<file path="config.mk">
export PLATFORM = sky130hd
export DESIGN_NAME = seg7_scan_controller
export DESIGN_NICKNAME = d
export VERILOG_FILES = /design/src/rtl/seg7_scan_controller.sv
export SDC_FILE = /design/constraint.sdc
export NUM_CORES = 1
export LEC_CHECK = 0
export BUFFER_PORTS_ARGS = -buffer_cell sky130_fd_sc_hd__buf_2
export CAP_MARGIN = 20
export CORE_ASPECT_RATIO = 0.6
export CORE_MARGIN = 2
export CORE_UTILIZATION = 48
export DETAILED_ROUTE_END_ITERATION = 16
export PLACE_DENSITY = 0.66
export SYNTH_ARGS = -nofsm -noshare
export SYNTH_HDL_FRONTEND = slang
export SYNTH_SLANG_ARGS = --single-unit
</file>
<file path="constraint.sdc">
create_clock -name clk -period 5.92 [get_ports clk]
set_clock_uncertainty 0.15 [all_clocks]
set_input_delay 0.296 -clock clk [delete_from_list [all_inputs] [get_ports clk]]
set_output_delay 0.296 -clock clk [all_outputs]
set_load 0.01 [all_outputs]
</file>
<file path="src/rtl/seg7_scan_controller.sv">
`timescale 1ns/1ps
`default_nettype none
// ============================================================================
// Module   : seg7_scan_controller
// Purpose  : Time-multiplexes NUM_DIGITS BCD digits onto one shared seg7
//            decoder. Owns the scan timebase, the inter-digit blanking gap,
//            leading-zero blanking and a one-deep valid/ready load buffer.
//            New values are swapped in only at frame boundaries, so a frame
//            never mixes old and new digits.
// Ports    : clk, rst_n      - clock (rising edge), async active-low reset
//            ena             - scan enable, low holds the display dark (IDLE)
//            period_sel      - 0: slot = SCAN_COUNT, else {period_sel,6'b0}
//            lzb_en          - leading-zero blanking enable
//            value_valid/value_data/value_ready - load handshake
//            dec_digit/dec_blank - to the shared seg7 decoder
//            digit_en        - one-hot digit select, all 0 while blank
//            frame_done      - one-cycle pulse as each full frame completes
// Revision : 1.0 - initial release
// ============================================================================
module seg7_scan_controller #(
  parameter int          NUM_DIGITS   = 4,
  parameter logic [23:0] SCAN_COUNT   = 24'd10_000,
  parameter logic [7:0]  BLANK_CYCLES = 8'd16
) (
  input  logic                    clk,
  input  logic                    rst_n,
  input  logic                    ena,
  input  logic [7:0]              period_sel,
  input  logic                    lzb_en,
  input  logic                    value_valid,
  input  logic [4*NUM_DIGITS-1:0] value_data,
  output logic                    value_ready,
  output logic [3:0]              dec_digit,
  output logic                    dec_blank,
  output logic [NUM_DIGITS-1:0]   digit_en,
  output logic                    frame_done
);

  localparam int              IDX_W    = (NUM_DIGITS > 1) ? $clog2(NUM_DIGITS) : 1;
  localparam logic [IDX_W-1:0] LAST_IDX = IDX_W'(NUM_DIGITS - 1);
  localparam logic [7:0]       GAP_LAST = BLANK_CYCLES - 8'd1;

  localparam logic [1:0] ST_IDLE = 2'd0;
  localparam logic [1:0] ST_ON   = 2'd1;
  localparam logic [1:0] ST_GAP  = 2'd2;

  // Scan state
  logic [1:0]       r_state,    w_state_nx;
  logic [IDX_W-1:0] r_idx,      w_idx_nx;
  logic [23:0]      r_slot_cnt, w_slot_nx;
  logic [7:0]       r_gap_cnt,  w_gap_nx;
  logic [23:0]      r_period,   w_period_nx;
  logic [23:0]      w_period_sel_val;
  logic [IDX_W-1:0] w_adv_idx;
  logic             w_wrap;
  logic             w_enter_on;

  // Load buffer
  logic [4*NUM_DIGITS-1:0] r_disp, w_disp_nx;
  logic [4*NUM_DIGITS-1:0] r_pend;
  logic                    r_pending;
  logic                    w_accept;
  logic                    w_transfer;

  // Registered outputs and their next values
  logic [3:0]            r_dec_digit, w_dec_digit_nx;
  logic                  r_dec_blank, w_dec_blank_nx;
  logic [NUM_DIGITS-1:0] r_digit_en,  w_digit_en_nx;
  logic                  r_frame_done, w_frame_done_nx;

  // Leading-zero detection on the digits that will be displayed next cycle
  logic [3:0]            w_digit [NUM_DIGITS];
  logic [NUM_DIGITS-1:0] w_zero;
  logic [NUM_DIGITS-1:0] w_upper_zero;
  logic                  w_lzb;

  assign w_period_sel_val = (period_sel == 8'd0) ? SCAN_COUNT : {10'd0, period_sel, 6'd0};
  assign w_adv_idx        = (r_idx == LAST_IDX) ? '0 : r_idx + 1'b1;

  // --------------------------------------------------------------------------
  // Next-state logic
  // --------------------------------------------------------------------------
  always_comb begin
    w_state_nx  = r_state;
    w_idx_nx    = r_idx;
    w_slot_nx   = r_slot_cnt;
    w_gap_nx    = r_gap_cnt;
    w_period_nx = r_period;
    w_wrap      = 1'b0;
    w_enter_on  = 1'b0;
    if (!ena) begin
      // Dropping enable abandons the frame without a frame_done pulse.
      w_state_nx = ST_IDLE;
      w_idx_nx   = '0;
      w_slot_nx  = '0;
      w_gap_nx   = '0;
    end else begin
      case (r_state)
        ST_IDLE: begin
          w_state_nx = ST_ON;
          w_idx_nx   = '0;
          w_slot_nx  = '0;
          w_gap_nx   = '0;
          w_enter_on = 1'b1;
        end
        ST_ON: begin
          if (r_slot_cnt == r_period - 24'd1) begin
            w_slot_nx = '0;
            if (BLANK_CYCLES == 8'd0) begin
              w_state_nx = ST_ON;
              w_idx_nx   = w_adv_idx;
              w_wrap     = (r_idx == LAST_IDX);
              w_enter_on = 1'b1;
            end else begin
              w_state_nx = ST_GAP;
              w_gap_nx   = '0;
            end
          end else begin
            w_slot_nx = r_slot_cnt + 24'd1;
          end
        end
        ST_GAP: begin
          if (r_gap_cnt == GAP_LAST) begin
            w_state_nx = ST_ON;
            w_idx_nx   = w_adv_idx;
            w_wrap     = (r_idx == LAST_IDX);
            w_gap_nx   = '0;
            w_slot_nx  = '0;
            w_enter_on = 1'b1;
          end else begin
            w_gap_nx = r_gap_cnt + 8'd1;
          end
        end
        default: begin
          w_state_nx = ST_IDLE;
          w_idx_nx   = '0;
          w_slot_nx  = '0;
          w_gap_nx   = '0;
        end
      endcase
    end
    // The slot length is latched as each ON slot starts, so a period_sel
    // change never stretches or truncates the slot already running.
    if (w_enter_on) begin
      w_period_nx = w_period_sel_val;
    end
  end

  // Load buffer: pending blocks new accepts; its contents move to the display
  // register at a frame wrap, or on any edge while IDLE.
  assign w_accept    = value_valid & ~r_pending;
  assign w_transfer  = r_pending & ((r_state == ST_IDLE) | w_wrap);
  assign w_disp_nx   = w_transfer ? r_pend : r_disp;
  assign value_ready = ~r_pending;

  generate
    for (genvar gi = 0; gi < NUM_DIGITS; gi++) begin : g_digit
      assign w_digit[gi] = w_disp_nx[4*gi +: 4];
      assign w_zero[gi]  = (w_digit[gi] == 4'd0);
    end
  endgenerate

  // w_upper_zero[i] is set when digit i and every more significant digit are 0.
  always_comb begin
    w_upper_zero                 = '0;
    w_upper_zero[NUM_DIGITS-1]   = w_zero[NUM_DIGITS-1];
    for (int i = NUM_DIGITS - 2; i >= 0; i--) begin
      w_upper_zero[i] = w_zero[i] & w_upper_zero[i+1];
    end
  end

  // --------------------------------------------------------------------------
  // Output logic, computed from next-state values so the registered outputs
  // line up with the state they describe.
  // --------------------------------------------------------------------------
  always_comb begin
    w_dec_digit_nx  = 4'd0;
    w_dec_blank_nx  = 1'b1;
    w_digit_en_nx   = '0;
    w_frame_done_nx = w_wrap;
    w_lzb           = 1'b0;
    if (w_state_nx == ST_ON) begin
      w_lzb          = lzb_en && (w_idx_nx != '0) && w_upper_zero[w_idx_nx];
      w_dec_digit_nx = w_digit[w_idx_nx];
      if (!w_lzb) begin
        w_dec_blank_nx = 1'b0;
        w_digit_en_nx  = NUM_DIGITS'(1) << w_idx_nx;
      end
    end
  end

  // --------------------------------------------------------------------------
  // State register
  // --------------------------------------------------------------------------
  always_ff @(posedge clk or negedge rst_n) begin
    if (!rst_n) begin
      r_state      <= ST_IDLE;
      r_idx        <= '0;
      r_slot_cnt   <= '0;
      r_gap_cnt    <= '0;
      r_period     <= '0;
      r_disp       <= '0;
      r_pend       <= '0;
      r_pending    <= 1'b0;
      r_dec_digit  <= 4'd0;
      r_dec_blank  <= 1'b1;
      r_digit_en   <= '0;
      r_frame_done <= 1'b0;
    end else begin
      r_state      <= w_state_nx;
      r_idx        <= w_idx_nx;
      r_slot_cnt   <= w_slot_nx;
      r_gap_cnt    <= w_gap_nx;
      r_period     <= w_period_nx;
      r_disp       <= w_disp_nx;
      if (w_accept) begin
        r_pend    <= value_data;
        r_pending <= 1'b1;
      end else if (w_transfer) begin
        r_pending <= 1'b0;
      end
      r_dec_digit  <= w_dec_digit_nx;
      r_dec_blank  <= w_dec_blank_nx;
      r_digit_en   <= w_digit_en_nx;
      r_frame_done <= w_frame_done_nx;
    end
  end

  assign dec_digit  = r_dec_digit;
  assign dec_blank  = r_dec_blank;
  assign digit_en   = r_digit_en;
  assign frame_done = r_frame_done;

endmodule
`default_nettype wire
</file>
# ---- After elaboration in Yosys (flattened, before gate mapping)
# Index checks and enable logic that the tools add are counted.
dict set report totals {
  regBits 103
  inputBits 29
  out_inout_bits 11
  wordCells 81
}
dict set report op_classes {
  n_addsub 4
  order_cmp 2
  eq_ne 8
  n_shift 1
  mux 36
  n_bitwise 8
  reduce_logical 10
}
# cell n
set op_table {}
lappend op_table {{$mux W24} 3}
lappend op_table {{$pmux W24 S2} 1}
lappend op_table {{$add A24 B1 Y24 const B} 1}
lappend op_table {{$eq A24 B24 Y1} 1}
lappend op_table {{$mux W8} 3}
lappend op_table {{$sub A24 B1 Y24 const B} 1}
lappend op_table {{$mux W4} 5}
lappend op_table {{$logic_not A4 Y1} 4}
lappend op_table {{$mux W16} 1}
lappend op_table {{$pmux W8 S2} 1}
lappend op_table {{$mux W14} 1}
lappend op_table {{$mux W2} 6}
lappend op_table {{$mux W1} 10}
lappend op_table {{$add A8 B1 Y8 const B} 1}
lappend op_table {{$bmux W4 S2} 1}
lappend op_table {{$eq A8 B4 Y1 const B} 1}
lappend op_table {{$logic_not A8 Y1} 1}
lappend op_table {{$ne A3 B3 Y1 const B} 2}
lappend op_table {{$pmux W2 S3} 1}
lappend op_table {{$and A1 B1 Y1} 5}
lappend op_table {{$eq A2 B1 Y1 const B} 2}
lappend op_table {{$eq A2 B2 Y1 const B} 2}
lappend op_table {{$pmux W2 S2} 1}
lappend op_table {{$reduce_bool A2 Y1} 2}
lappend op_table {{11 further kinds} 12}

# ---- Depth between registers and ports, before layout
# Gate-level depths: netlist of the first run.
dict set report depth {
  word_depth 16
  mapped_depth 11
}

# ---- Worst setup path after synthesis of the first run
# No wires, ideal clock.
dict set report synth_path {
  path_type {reg-to-reg}
  from {register r_gap_cnt[6]}
  to {register r_dec_digit[1], in the netlist dec_digit[1]}
  setup_ps 131
  t_arrival_ps 2609
  required_time_ps 5639
  setup_slack_ps 3029
  path_stages_with_launch 11
  path_buffers 2
  path_cell_list {dfrtp_1 or3_4 or2_1 buf_6 or4_4 a31o_4 inv_4 buf_12 mux4_2 mux2i_1 nor2_1}
}
# element line
set synth_lines {}
lappend synth_lines {{start, declared} 51} ;# logic [7:0] r_gap_cnt, w_gap_nx;
lappend synth_lines {{start signal, assigned} 213} ;# r_gap_cnt <= w_gap_nx;
lappend synth_lines {{$eq A8 B4 Y1} 123} ;# if (r_gap_cnt == GAP_LAST) begin
lappend synth_lines {{$mux W2} 123}
lappend synth_lines {{$pmux W2 S2} 98} ;# case (r_state)
lappend synth_lines {{$mux W2} 91} ;# if (!ena) begin
lappend synth_lines {{named net w_idx_nx[0]} 49} ;# logic [IDX_W-1:0] r_idx, w_idx_nx;
lappend synth_lines {{$not A2 Y3 (not written as such)} 184} ;# w_dec_digit_nx = w_digit[w_idx_nx];
lappend synth_lines {{$bmux W4 S2} 184}
lappend synth_lines {{$mux W4 (not written as such) (2 in series)} 184}
lappend synth_lines {{$mux W4} 182} ;# if (w_state_nx == ST_ON) begin
lappend synth_lines {{named net w_dec_digit_nx[1]} 66} ;# logic [3:0] r_dec_digit, w_dec_digit_nx;
lappend synth_lines {{end signal, assigned} 222} ;# r_dec_digit <= w_dec_digit_nx;
lappend synth_lines {{end, declared} 66}
# The timed path passes the listed nets, and every way through them passes these cells. The select of a mux whose other input is x is not followed.
# A chain may end at the register's enable or synchronous reset.

# ---- Worst setup path after layout of the first run
dict set report layout_path {
  from {register r_gap_cnt[0]}
  to {register r_digit_en[3], in the netlist digit_en[3]}
}
dict set report layout_between {
  elab_chain_cells 16
}
# element line
set layout_lines {}
lappend layout_lines {{$eq A8 B4 Y1 (*)} 123}
lappend layout_lines {{$mux W1} 123}
lappend layout_lines {{$mux W1} 98}
lappend layout_lines {{$mux W1} 91}
lappend layout_lines {{$or A1 B1 Y1} 152} ;# assign w_transfer = r_pending & ((r_state == ST_IDLE) | w_wrap);
lappend layout_lines {{$and A1 B1 Y1} 152}
lappend layout_lines {{$mux W16} 153} ;# assign w_disp_nx = w_transfer ? r_pend : r_disp;
lappend layout_lines {{$logic_not A4 Y1} 159} ;# assign w_zero[gi] = (w_digit[gi] == 4'd0);
lappend layout_lines {{$and A1 B1 Y1 (3 in series)} 168} ;# w_upper_zero[i] = w_zero[i] & w_upper_zero[i+1];
lappend layout_lines {{$bmux W1 S2} 183} ;# w_lzb = lzb_en && (w_idx_nx != '0) && w_upper_zero[w_idx_nx];
lappend layout_lines {{$mux W1 (not written as such)} 183}
lappend layout_lines {{$logic_and A1 B1 Y1} 183}
lappend layout_lines {{$mux W4} 185} ;# if (!w_lzb) begin
lappend layout_lines {{$mux W4 (*)} 182}
lappend layout_lines {{named net w_digit_en_nx[3]} 68} ;# logic [NUM_DIGITS-1:0] r_digit_en, w_digit_en_nx;
lappend layout_lines {{end signal, assigned} 224} ;# r_digit_en <= w_digit_en_nx;
lappend layout_lines {{end, declared} 68}
# The timed path passes the listed nets; every way through them passes the cells marked *. The select of a mux whose other input is x is not followed.

==> metrics.txt, run 1 <==
Setup Total Neg Slack 0 ps; Net Count, Synth roughly 470; WL final slightly below 10 mm; clk_lat worst skew about 340 ps; vias roughly 3.4k; Inst Count DP a little under 600; CP max-delay cell nor2_1; H-tree levels 3; TritonCTS clock tree done; Leak Pwr 2.20 nW; HPWL after DPL 7.32 mm; Final period util approximately 54%; Ports 40; Final Hold Fails 0; sum of buffers and inverters on the critical path 0; number of buffers created by CTS 9; Area after DPL 4880 um^2; Yosys top cell area share between 40% and 50%; internal power between 1 and 1.5 mW; Post-Syn Instances between 400 and 500; clock share of power a little under a third; critical path's top delay family simple AND/OR/NAND/NOR gates; Flop pwr share 46.5%; most frequent CP cell nor2_1; post-synth top area cell dfrtp_1; nets 510; post-CTS sizing 0; #FFs+latches synth 88; largest net degree at the start of global routing 47; Core ar. between 9000 and 10000 um^2; grt ovf 0; CTS Sinks 88; WS Path Type reg -> reg; layout cells sized above 1 between 20% and 30%; status complete, no violations; Multi-input gate area ~2200 um^2; Worst Setup End Kind register; routability cong. 0.883; FMAX approximately 310 MHz; Ant. Diodes 0; max-slew violations 0; CP max stage delay between 600 and 700 ps; Routed Antenna Nets 0; Starting Density between 40% and 50%; vias in the first global route ~3.2k; Post-synth EDFFs 0; hold buffer count at CTS 1; die area approximately 10000 um^2; DR vias/cell 5.61; Die X 130 um; DRC 0; CP Max Fanout 11; DRT Pass-1 Iters 4; RSZ-0062 raised after global routing no; initial antenna violation count 0; post-route cell area ~5200 um^2; cell breakdown of the critical path ha_1 > nand4b_1 > or2_1 > nor2_1 > a22oi_1 > nor2_1 > nand2_1 > nor4_1; PD cells between 300 and 400 nW/um^2; row cnt 27; first-pass GRT wire length roughly 17 mm; Warnings, synthesis 0; clk buf depth 2; post-route core utilization a little under three fifths; synthesized cell area 4600 um^2; GRT Util Overall 20.8%; syn avg cell area between 10 and 15 um^2; VDD IR-drop max 0.000210 V; Die Ht 79.9 um; fillers between 800 and 900; net switching share of the total power 30.1%; CTS root buffer clkbuf_16; Synth cell types just under 60; minimum clock period about 3200 ps; max-cap viol count 0; Setup Fix Bufs, Post-CTS 0; Post-synth top flop dfrtp_1; FFs w/ async S/R, synth 100%; Area Overhead vs Synth 13.2%; Worst EP arrival 3240 ps; Buffers on Ports 39; WP data required around 6000 ps; Worst-path clk slew approximately 60 ps; final non-filler cell total 608; # setup viols final 0; startpoint types register; Rel. slew slack about 44%; register area 2200 um^2; Routed WL per cell between 15 and 20 um; Iteration-0 DRC Markers 237; sequential-to-total area share from yosys stat 47.9%; top post-synthesis cells by area dfrtp_1 (47%), mux2_2 (8.8%), nor2_1 (2.9%); Switch Pwr 552 uW; Gate power share between 20% and 30%; hold crit path type in -> reg; Worst Max-Slew Pin Slew 831 ps
-- per-stage QoR --
stage	hold WS, ps	worst slack [ps]	total power, mW
floorplan	-150	3030	1.14
global placement	159	2850	1.26
detailed placement	162	2700	1.28
CTS	21.2	2710	1.84
global route	18.6	2530	1.94
finish	35.2	2740	1.83
-- metal layers --
| metal | share of wire [%] | GRT usage, % | up-vias |
|---|---|---|---|
| li1 | - | - | 1643 |
| met2 | 39 | 25.8 | 106 |
| met5 | 0 | 0 | - |
| met3 | 7.2 | 7.77 | 4 |
| met1 | 53 | 33.7 | 1658 |
| met4 | 0.40 | 3.30 | 0 |
-- path summary, 6_finish.rpt --
kind | startpoint | to | slack (ps) | cells after the start
worst max register to register | r_gap_cnt[0] | digit_en[3] | 2740 | 8
worst min-delay path | value_data[13] | r_pend[13] | 40 | 2
worst min register to register | r_gap_cnt[7] | r_gap_cnt[7] | 340 | 1
worst max-delay path | r_gap_cnt[0] | digit_en[3] | 2740 | 8
max in group asynchronous | rst_n | r_idx[1] | 4310 | 3
min in group asynchronous | rst_n | r_slot_cnt[22] | 320 | 2
-- Yosys cell counts (3+ instances only) --
library cell,number
or4_1,4
and3_1,13
nand2b_1,7
inv_1,13
nor3_1,12
or3_1,5
a21oi_1,13
o22a_1,3
a211oi_1,3
ha_1,8
mux2_2,36
nor2b_1,6
o22ai_1,5
nand2_1,31
nor2_1,36
o31ai_1,4
mux2i_1,6
xnor2_1,12
nand3b_1,4
dfrtp_1,87
buf_2,4
a31oi_1,3
clkbuf_1,10
xor2_1,13
nor4_1,7
nand3_1,18
nand4_1,9
o21ai_0,24
o21a_1,3
-- registers in the layout, indices dropped and copies added, names as in the netlist, 4 cells and up --
name and flops:
dec_digit 4, r_pend 16, digit_en 4, r_slot_cnt 24
r_period 9, r_disp 16, r_gap_cnt 8
-- power by group through the flow --
stage                     sequential, mW  combinational [mW]  clock (mW)
after floorplan                    0.817               0.324           0
after global placement             0.857               0.406           0
after detailed placement           0.860               0.419           0
after CTS                          0.849               0.422       0.567
after global routing               0.867               0.470       0.600
final                              0.853               0.431       0.551
-- cell families (layout without fill, tap and decap cells) --
| group | after synthesis | count (layout) | share of synthesized area [%] |
|---|---|---|---|
| AOI/OAI and AO/OA | 75 | 75 | 11.1 |
| xor gates and xnor gates | 25 | 25 | 4.76 |
| adders and majority gates | 8 | 8 | 2.17 |
| buffers and inverters | 32 | 74 | 3.67 |
| DFF | 88 | 88 | 47.9 |
| muxes | 45 | 45 | 11.7 |
| and+or+nand+nor | 163 | 163 | 18.7 |
-- area by class of cell --
class	instances	area share (%)
Multi-Input combinational cell	316	43.0
Sequential cell	88	42.3
Timing Repair Buffer	44	4.90
Clock buffer	11	4.85
Tap cell	130	3.12
Inverter	14	1.06
Clock inverter	5	0.744
-- cell usage in the layout (no fill, tap or decap), types with 3 or more instances in the layout --
master      n
or4_1       4
nand2_1    31
o31ai_1     4
clkbuf_16  10
mux2i_1     6
or3_1       5
nor2_1     36
nor3_1     12
o21a_1      3
nand4_1     9
nand2b_1    7
a31oi_1     3
o21ai_0    24
xor2_1     13
a211oi_1    3
nor2b_1     6
buf_2      38
nand3b_1    4
a21oi_1    13
mux2_2     36
o22a_1      3
dfrtp_1    87
xnor2_1    12
o22ai_1     5
buf_4       4
inv_1      13
nor4_1      7
ha_1        8
nand3_1    18
and3_1     13
-- worst register-to-register path, stage by stage, from the launching register on --
cell and delay [ps]:
dfrtp_1 390, ha_1 230, nand4b_1 250, or2_1 390, nor2_1 310, a22oi_1 140
nor2_1 650, nand2_1 180, nor4_1 360
(Power assumes the default switching activity.)
==> inputs of run 2 (changes only) <==
--- a/config.mk
+++ b/config.mk
@@ -5,13 +5,14 @@
 export SDC_FILE = /design/constraint.sdc
 export NUM_CORES = 1
 export LEC_CHECK = 0
+export ABC_AREA = 1
 export BUFFER_PORTS_ARGS = -buffer_cell sky130_fd_sc_hd__buf_2
 export CAP_MARGIN = 20
 export CORE_ASPECT_RATIO = 0.6
 export CORE_MARGIN = 2
 export CORE_UTILIZATION = 48
 export DETAILED_ROUTE_END_ITERATION = 16
-export PLACE_DENSITY = 0.66
+export PLACE_DENSITY = 0.69
 export SYNTH_ARGS = -nofsm -noshare
 export SYNTH_HDL_FRONTEND = slang
 export SYNTH_SLANG_ARGS = --single-unit
==> constraint.sdc (replaced) <==
create_clock -name clk -period 2.6 [get_ports clk]
set_clock_uncertainty 0.15 [all_clocks]
set_input_delay 0.13 -clock clk [delete_from_list [all_inputs] [get_ports clk]]
set_output_delay 0.13 -clock clk [all_outputs]
set_load 0.01 [all_outputs]
==> metrics.txt, run 2 <==
status complete, no violations; Routed WL per cell approximately 14 um; first-pass GRT wire length 20.0 mm; Most flops, register r_slot_cnt; Die Ht ~80 um; CP max-delay cell dfrtp_1; Area after DPL roughly 5400 um^2; clock share of power a little over a third; Synth top cells by count nand2_1 (197), dfrtp_1 (87), inv_1 (85), nor2_1 (82), nand3_1 (38); max-slew violations 0; TritonCTS clock tree done; met3 routed WL about 1.2 mm; Setup Total Neg Slack 0 ps; minimum clock period roughly 2500 ps; adder-cell area share of the yosys netlist around 2.0%; Gate power share 19.4%; Post-synth top flop dfrtp_1; Rel. slew slack 54.2%; sequential-to-total area share from yosys stat between 40% and 50%; DR vias/cell between 5 and 6; H-tree levels 3; clk buf depth 2; Starting Density 49.5%; Yosys top cell area share between 40% and 50%; CP Max Fanout 10; Iteration-0 DRC Markers between 400 and 500; clk_lat worst skew roughly 340 ps; final worst slack 140 ps; RSZ-0062 raised after global routing yes; grt ovf 0; Final Hold Fails 0; row cnt 28; vias 4531; max FFs per register 24; PD cells 593 nW/um^2; Warnings, synthesis 0; Area Overhead vs Synth 22.6%; post-synthesis mux area share around 3.0%; DRT Pass-1 Iters 5; die area approximately 11000 um^2; post-synth top area cell dfrtp_1; Ports 40; critical path's top delay family simple AND/OR/NAND/NOR gates; vias in the first global route roughly 4.0k; startpoint types register; hold crit path type in -> reg; Flop pwr share between 40% and 50%; net switching share of the total power between 20% and 30%; initial antenna violation count 0; Post-synth EDFFs 0; WL met2 4.99 mm; cell breakdown of the critical path inv_1 > ha_1 > inv_1 > nand2_1 > nand2_1 > nor2_1 > nand2_1 > nor2_1 > nand2_1 > nor2_1 > nand2_1 > nor2_4 > nand3_4 > nand2_4 > nand2_4 > inv_4 > clkbuf_16 > nor3_1; Worst-path clk slew around 60 ps; Buffers on Ports 39; GRT Util Overall a little under a quarter; # setup viols final 0; max-cap viol count 0; Worst Setup End Kind register; most frequent CP cell nand2_1; HPWL after DPL between 9 and 10 mm; DRC 0; wl on met1 approximately 6.3 mm; post-route cell area 6010 um^2; count leader, synth nand2_1; CTS root buffer clkbuf_16; syn avg cell area roughly 7.6 um^2; Synth cell types 37; fillers roughly 900; WP data required 2680 ps; most frequent cells in the layout nand2_1 (196), dfrtp_1 (87), inv_1 (85); Core ar. just under 10000 um^2; synthesized cell area 4900 um^2; worst slack, placed 9.76 ps; internal power 2.53 mW; post-route core utilization between 60% and 70%; FFs w/ async S/R, synth 100%; commonest non-fill, non-tap cell in the layout nand2_1; total chip power between 3 and 4 mW; CP max stage delay about 350 ps; Leak Pwr ~3 nW; CTS Sinks about 90; Post-Syn Instances around 650; simple-gate share of the synthesized area between 30% and 40%; Switch Pwr around 1.0 mW; Worst EP arrival between 2000 and 3000 ps; FMAX between 400 and 500 MHz; VDD IR-drop max 0.000361 V; main combinational cell family by area after synthesis simple AND/OR/NAND/NOR gates; Ant. Diodes 0; max layer used met4; Regs by FF count r_slot_cnt x24, r_disp x16, r_pend x16; Net Count, Synth about 690; XOR/XNOR share of the synthesized area about 2.0%; Die X around 130 um; WL final ~13 mm; top post-synthesis cells by area dfrtp_1 (44%), nand2_1 (15%), inv_1 (6.5%); Worst Max-Slew Pin Slew a little under 700 ps; Synth Area in Compound Gates slightly above 6%; largest net degree at the start of global routing between 80 and 90; #FFs+latches synth between 80 and 90; WS Path Type reg -> reg; routability cong. between 0.9 and 1; Final period util a little over nine tenths; sum of buffers and inverters on the critical path 4; Routed Antenna Nets 0; nets between 700 and 800; layout cells sized above 1 around 17%; number of buffers created by CTS 9
==> run 2: metrics by stage <==
stage,std cells,hold WS [ps]
floorplan,649,-316
global placement,830,59.2
detailed placement,830,60.7
CTS,872,162
global route,877,221
finish,877,189
==> run 2: final timing paths <==
check | from | end | slack (ps) | cells after the start
worst max-delay path | r_period[6] | r_slot_cnt[10] | 140 | 18
worst min-delay path | lzb_en | dec_blank | 190 | 5
worst max register to register | r_period[6] | r_slot_cnt[10] | 140 | 18
worst min register to register | r_disp[10] | r_disp[10] | 350 | 2
max in group asynchronous | rst_n | r_slot_cnt[8] | 1700 | 3
min in group asynchronous | rst_n | r_period[6] | 200 | 3
==> run 2: layout make-up <==
type,count,area (um^2),share of cell area [%]
clock buffers,12,256,4.27
clock inverters,4,28.8,0.479
inverters,88,333,5.54
multi-input cells,464,2360,39.2
flip-flops and latches,88,2200,36.6
well taps,135,169,2.81
repair buffers,86,666,11.1
==> run 2: power groups by stage <==
stage | Sequential [mW] | Combinational (mW) | Clock, mW
2_1_floorplan | 1.64 | 0.429 | 0
3_3_place_gp | 1.66 | 0.611 | 0
3_5_place_dp | 1.66 | 0.628 | 0
4_1_cts | 1.64 | 0.663 | 1.27
5_1_grt | 1.65 | 0.775 | 1.32
6_report | 1.64 | 0.691 | 1.24
==> run 2: tightest hold or removal path, cell delays in order <==
cell	delay [ps]
buf_2	100
nand3_1	80
nor2_1	50
nand3_1	80
nand4_1	190
==> run 2: cells by family (layout without fill, tap and decap cells) <==
kind of cell / after synthesis / after routing
compound gates: 53 / 53
xor+xnor: 11 / 11
fa+ha+maj: 8 / 8
buf+inv: 97 / 190
flops: 88 / 88
mux: 13 / 13
simple gates: 379 / 379
==> run 2: routing by layer <==
metal  vias up  track usage (%)
li1       2226                -
met1      2090             37.0
met2       199             32.1
met3        16             5.43
met4         0             5.89
met5         -                0
==> run 2: timing repair <==
item | CTS | global route
hold endpoints to repair | 112 | 0
buffers inserted | 0 | 4
gates cloned | 0 | 1
endpoints found under the setup margin | 1 | 40
pin swaps | 0 | 2
hold buffers | 26 | 0
resized for setup | 1 | 12
